==> config.mk <==
export PLATFORM = sky130hd
export DESIGN_NAME = run_monitor
export DESIGN_NICKNAME = d
export VERILOG_FILES = /design/src/rtl/run_monitor_pkg.sv /design/src/rtl/run_monitor_dump.sv /design/src/rtl/run_monitor.sv
export SDC_FILE = /design/constraint.sdc
export NUM_CORES = 1
export LEC_CHECK = 0
export ABC_CLOCK_PERIOD_IN_PS = 3050
export CAP_MARGIN = 25
export CORE_AREA = 8 8 91 113
export DETAILED_ROUTE_END_ITERATION = 8
export DIE_AREA = 0 0 99 121
export GPL_TIMING_DRIVEN = 1
export MAX_ROUTING_LAYER = met4
export PLACE_DENSITY = 0.88
export REMOVE_ABC_BUFFERS = 1
export SLEW_MARGIN = 20
export SYNTH_ARGS = -nofsm -noshare
export SYNTH_HDL_FRONTEND = slang
export SYNTH_SLANG_ARGS = --single-unit
==> constraint.sdc <==
create_clock -name clk_i -period 3.05 [get_ports clk_i]
set_clock_uncertainty 0.1 [all_clocks]
set_input_delay 0.61 -clock clk_i [delete_from_list [all_inputs] [get_ports clk_i]]
set_output_delay 0.61 -clock clk_i [all_outputs]
set_load 0.05 [all_outputs]
==> src/rtl/run_monitor_pkg.sv <==
// Shared FSM state type and default parameter values for the run monitor.
package run_monitor_pkg;

    typedef enum logic [1:0] {
        ST_IDLE,
        ST_RUN,
        ST_DUMP,
        ST_DONE
    } state_t;

    localparam int DEF_DATA_W    = 32;
    localparam int DEF_NUM_REGS  = 16;
    localparam int DEF_IDX_W     = 4;
    localparam int DEF_END_COUNT = 100;
    localparam int DEF_CNT_W     = 32;

endpackage

==> src/rtl/run_monitor_dump.sv <==
// Register-dump streamer: walks the register file once per run and presents
// each register as a valid/ready beat with zero-bubble back-to-back transfer.
module run_monitor_dump
    import run_monitor_pkg::*;
#(
    parameter int DATA_W   = DEF_DATA_W,
    parameter int NUM_REGS = DEF_NUM_REGS,
    parameter int IDX_W    = DEF_IDX_W
) (
    input  logic              clk_i,
    input  logic              rst_i,
    input  logic              load_i,
    input  logic [DATA_W-1:0] rf_data_i,
    input  logic              dump_ready_i,
    output logic [IDX_W-1:0]  rf_idx_o,
    output logic              dump_valid_o,
    output logic [IDX_W-1:0]  dump_idx_o,
    output logic [DATA_W-1:0] dump_data_o,
    output logic              last_o
);

    localparam logic [IDX_W-1:0] LAST_IDX = IDX_W'(NUM_REGS - 1);

    logic accept;

    assign accept = dump_valid_o && dump_ready_i;
    assign last_o = accept && (dump_idx_o == LAST_IDX);

    // rf_idx_o runs one ahead of dump_idx_o so the next beat is loaded on acceptance.
    always_ff @(posedge clk_i or posedge rst_i) begin
        if (rst_i) begin
            rf_idx_o     <= '0;
            dump_valid_o <= 1'b0;
            dump_idx_o   <= '0;
            dump_data_o  <= '0;
        end else if (load_i) begin
            dump_valid_o <= 1'b1;
            dump_idx_o   <= '0;
            dump_data_o  <= rf_data_i;
            rf_idx_o     <= IDX_W'(1);
        end else if (accept) begin
            if (dump_idx_o == LAST_IDX) begin
                dump_valid_o <= 1'b0;
                rf_idx_o     <= '0;
            end else begin
                dump_idx_o  <= rf_idx_o;
                dump_data_o <= rf_data_i;
                rf_idx_o    <= (rf_idx_o == LAST_IDX) ? '0 : rf_idx_o + 1'b1;
            end
        end
    end

endmodule

==> src/rtl/run_monitor.sv <==
// Run monitor: times a run of END_COUNT cycles, then dumps the register file.
// Define RUN_MONITOR_HALT_EN to let halt_i end a run early.
module run_monitor
    import run_monitor_pkg::*;
#(
    parameter int DATA_W    = DEF_DATA_W,
    parameter int NUM_REGS  = DEF_NUM_REGS,
    parameter int IDX_W     = DEF_IDX_W,
    parameter int END_COUNT = DEF_END_COUNT,
    parameter int CNT_W     = DEF_CNT_W
) (
    input  logic              clk_i,
    input  logic              rst_i,
    input  logic              start_i,
    input  logic              halt_i,
    output logic [IDX_W-1:0]  rf_idx_o,
    input  logic [DATA_W-1:0] rf_data_i,
    output logic              dump_valid_o,
    input  logic              dump_ready_i,
    output logic [IDX_W-1:0]  dump_idx_o,
    output logic [DATA_W-1:0] dump_data_o,
    output logic [CNT_W-1:0]  cycle_o,
    output logic              busy_o,
    output logic              done_o
);

    localparam logic [CNT_W-1:0] END_M1 = CNT_W'(END_COUNT - 1);

    state_t state;
    logic   halt_hit;
    logic   end_hit;
    logic   dump_load;
    logic   dump_last;

`ifdef RUN_MONITOR_HALT_EN
    assign halt_hit = halt_i;
`else
    logic halt_unused;
    assign halt_unused = halt_i;
    assign halt_hit    = 1'b0;
`endif

    assign end_hit   = (cycle_o == END_M1);
    assign dump_load = (state == ST_RUN) && (end_hit || halt_hit);

    always_ff @(posedge clk_i or posedge rst_i) begin
        if (rst_i) begin
            state   <= ST_IDLE;
            cycle_o <= '0;
            busy_o  <= 1'b0;
            done_o  <= 1'b0;
        end else begin
            case (state)
                ST_IDLE, ST_DONE: begin
                    if (start_i) begin
                        state   <= ST_RUN;
                        cycle_o <= '0;
                        busy_o  <= 1'b1;
                        done_o  <= 1'b0;
                    end
                end
                ST_RUN: begin
                    if (cycle_o != '1) begin
                        cycle_o <= cycle_o + 1'b1;
                    end
                    if (dump_load) begin
                        state <= ST_DUMP;
                    end
                end
                ST_DUMP: begin
                    if (dump_last) begin
                        state  <= ST_DONE;
                        busy_o <= 1'b0;
                        done_o <= 1'b1;
                    end
                end
                default: begin
                    state  <= ST_IDLE;
                    busy_o <= 1'b0;
                    done_o <= 1'b0;
                end
            endcase
        end
    end

    run_monitor_dump #(
        .DATA_W   (DATA_W),
        .NUM_REGS (NUM_REGS),
        .IDX_W    (IDX_W)
    ) u_dump (
        .clk_i        (clk_i),
        .rst_i        (rst_i),
        .load_i       (dump_load),
        .rf_data_i    (rf_data_i),
        .dump_ready_i (dump_ready_i),
        .rf_idx_o     (rf_idx_o),
        .dump_valid_o (dump_valid_o),
        .dump_idx_o   (dump_idx_o),
        .dump_data_o  (dump_data_o),
        .last_o       (dump_last)
    );

endmodule

==> flow_summary.yaml, run 1 <==
cts:
  cts-resized-gates: 0
  cts-root-buf: "clkbuf_8"
  cts_buffer_depth: 2
  clk_latency_ns: 0.35
  postCtsHoldBufs: 0
  htree_levels: 3
  numCtsBuffers: 9
  clock_sinks: 77
  clk_pin_slew_worst_paths_ns: 0.08
  cts_setup_buffers: 0
  cts_tree: "built"
timing:
  rsz0062_at_grt: "false"
  final-setup-viol-count: 0
  setup_tns_ns: 0
  finalCriticalPeriod_ns: 2.628
  tightest_slew_ns: 1.009
  timing.hold.ws_ns: 0.4061
  relSlewSlack_pct: 32.30
  setup_ws_ns: 0.4217
  min_period_over_period_pct: 86.17
  fmax_mhz: 380.5
  slew_viol_final: 0
  hold_viol_final: 0
worst_setup_path:
  reg2reg_slack_ns: 0.42
  crit_fanout: 13
  endpoint: "cycle_o[8]$_DFFE_PP0P_"
  cp_cell_sequence: "nand4_1, nor4_4, and3_1, buf_4, nor4_1, a21o_1"
  slowest_stage: "and3_1"
  crit_cells: 6
  worstSetupPathType: "register to register"
  cp.arrival_ns: 2.77
  r2r_start: "cycle_o[12]$_DFFE_PP0P_"
  reg2reg_to: "cycle_o[8]$_DFFE_PP0P_"
  critPathLaunchType: "register"
  required_ns: 3.20
  worstRegToRegCells: 6
  crit_buf_inv: 1
  critical-path-max-stage-delay_ns: 0.58
  startpoint: "cycle_o[12]$_DFFE_PP0P_"
  critical-path-top-delay-family: "simple AND/OR/NAND/NOR gates"
  cp-end-kind: "register"
worst_hold_path:
  hp-class: "register to register"
  min_path_cells: 1
floorplanning:
  ios: 112
  dieArea_um2: 11980
  fp.coreArea_um2: 8511
  dieWidth_um: 99
  num_rows: 38
  die_height_um: 121
  start_util_pct: 47.87
place:
  numPortBuffers: 110
  hpwl_mm: 8.709
  place_area_um2: 5239
  place_worst_setup_slack_ns: 0.4749
  post-place-cells: 577
  gp_congestion: 0.9208
power_and_ir_drop:
  comb_power_share_pct: 34.2
  p_int_mw: 1.898
  power.switching_mw: 1.090
  ir_drop_v: 0.0002307
  p_leak_nw: 2.301
  powerDensity_nw_per_um2: 547.0
  seqPwrFrac_pct: 36.9
  clkPwrFrac_pct: 29.0
  swShare_pct: 36.48
global_routing:
  grt.overflow.total: 0
  grt_pass1_wl_mm: 19.36
  grt_use_total_pct: 20.78
  grt_pass1_vias: 3650
  antenna_found_initial: 0
  grt_max_degree: 42
yosys:
  async_flop_share_pct: 100.0
  synth_edf_count: 0
  ys_ff_latch: 77
  netlist_area_um2: 4074
  yosysUniqueCellTypes: 57
  yosysSeqAreaShare_pct: 47.30
  yosys_warnings: 0
  avgSynthCellArea_um2: 10.95
  netlist_instances: 372
  ys.flop_type: "dfrtp_1"
cells_and_area:
  area_growth_pct: 34.12
  drive_above_1_share_pct: 15.42
  final_cells: 593
  final_nets: 530
  diodes: 0
  fin_area_um2: 5464
routing:
  drc: 0
  dr.pass1.iters: 5
  num_vias: 3604
  routedWlPerCell_um: 20.24
  drtAntennaViolNets: 0
  drt-initial-drc-count: 207
  vias_per_cell: 6.078
  wl_mm: 12.00
flow_run:
  max_cap_viol_count: 0
run_status:
  status: "finished, final reports clean"
[cells in the mapped netlist, types with 3 or more instances]
cell / instances / share of area, %
o31ai_1: 17 / 3.1
o21ai_0: 24 / 2.9
ha_1: 5 / 1.5
inv_1: 7 / 0.65
clkbuf_1: 5 / 0.46
nand2_1: 40 / 3.7
a41oi_1: 3 / 0.65
a31oi_1: 9 / 1.4
nand3_1: 23 / 2.8
and2_1: 3 / 0.46
nand4_1: 9 / 1.4
or3_1: 3 / 0.46
mux2_4: 30 / 11
buf_12: 3 / 1.5
mux2i_1: 4 / 0.98
nor3_1: 8 / 0.98
o41ai_1: 5 / 1.1
dfrtp_1: 77 / 47
a21oi_1: 15 / 1.8
o21ai_1: 6 / 0.74
nor4_1: 7 / 1.1
o211ai_1: 3 / 0.55
nor2_1: 15 / 1.4
nor4_2: 3 / 0.92
buf_6: 6 / 1.7
[registers in the layout, summed over array words and instances, names as in the netlist]
register and count:
busy_o 1, u_dump.rf_idx_o 4, u_dump.dump_valid_o 1, u_dump.dump_data_o 32
done_o 1, state 2, u_dump.dump_idx_o 4, cycle_o 32
[worst min-delay path by stage]
stage,start,endpoint,slack (ns)
after detailed placement,done_o$_DFFE_PP0P_,done_o$_DFFE_PP0P_,0.39
after CTS,done_o$_DFFE_PP0P_,done_o$_DFFE_PP0P_,0.41
after global routing,u_dump.dump_data_o[27]$_DFFE_PP0P_,u_dump.dump_data_o[27]$_DFFE_PP0P_,0.43
after global placement,u_dump.dump_data_o[22]$_DFFE_PP0P_,u_dump.dump_data_o[22]$_DFFE_PP0P_,0.39
after floorplan,state[1]$_DFFE_PP0P_,state[1]$_DFFE_PP0P_,0.44
final,done_o$_DFFE_PP0P_,done_o$_DFFE_PP0P_,0.41
[metrics by stage]
step | total power, mW | util [%]
finish | 2.989 | 64.20
global route | 3.149 | 64.20
CTS | 3.007 | 64.20
detailed placement | 2.137 | 61.56
global placement | 2.122 | 61.56
floorplan | 1.762 | -
[layout make-up]
class / instances / area [um^2]
Clock inverter: 5 / 83.83
Clock buffer: 11 / 141.4
Fill cell: 641 / 3047
Tap cell: 100 / 125.1
Inverter: 8 / 43.79
Multi-Input combinational cell: 270 / 1939
Sequential cell: 77 / 1927
Timing Repair Buffer: 122 / 1204
[metal layers]
metal | routed length [um] | track usage [%] | up-vias | part of all wire, %
li1 | - | - | 1639 | -
met1 | 5093 | 25.18 | 1767 | 42
met2 | 5832 | 32.98 | 176 | 49
met3 | 889 | 4.994 | 22 | 7.4
met4 | 185 | 7.603 | 0 | 1.5
met5 | 0 | - | - | 0
[cells in the final DEF, fill, tap and decap left out, types with 3 or more instances in the layout]
cell / instances
clkdlybuf4s50_1: 110
dfrtp_1: 77
nand2_1: 40
mux2_4: 30
o21ai_0: 24
nand3_1: 23
o31ai_1: 17
nor2_1: 15
a21oi_1: 15
buf_4: 11
clkbuf_8: 10
nand4_1: 9
a31oi_1: 9
nor3_1: 8
nor4_1: 7
inv_1: 6
o21ai_1: 6
o41ai_1: 5
ha_1: 5
mux2i_1: 4
or3_1: 3
a41oi_1: 3
nor4_2: 3
and2_1: 3
o211ai_1: 3
[power by group through the flow]
stage / clock, mW / combinational (mW) / sequential, mW
after global routing: 0.925 / 1.11 / 1.11
after CTS: 0.886 / 1.02 / 1.10
after floorplan: 0 / 0.553 / 1.21
after global placement: 0 / 1.00 / 1.12
after detailed placement: 0 / 1.02 / 1.12
final: 0.866 / 1.02 / 1.10
[kinds of logic after synthesis]
family / Yosys count / synth area share (%)
simple gates: 130 / 17.57
xor+xnor: 1 / 0.2150
buf+inv: 25 / 5.099
fa+ha+maj: 5 / 1.536
flops: 77 / 47.30
mux: 36 / 12.59
compound gates: 98 / 15.69
No activity file was read; power rests on OpenSTA's default activity.
==> run 2, diff against run 1 <==
--- a/config.mk
+++ b/config.mk
@@ -5,9 +5,9 @@
 export SDC_FILE = /design/constraint.sdc
 export NUM_CORES = 1
 export LEC_CHECK = 0
-export ABC_CLOCK_PERIOD_IN_PS = 3050
 export CAP_MARGIN = 25
 export CORE_AREA = 8 8 91 113
+export CTS_CLUSTER_DIAMETER = 100
 export DETAILED_ROUTE_END_ITERATION = 8
 export DIE_AREA = 0 0 99 121
 export GPL_TIMING_DRIVEN = 1
==> results of run 2 <==
No change in the layout: final DEF, timing and power equal those of run 1.
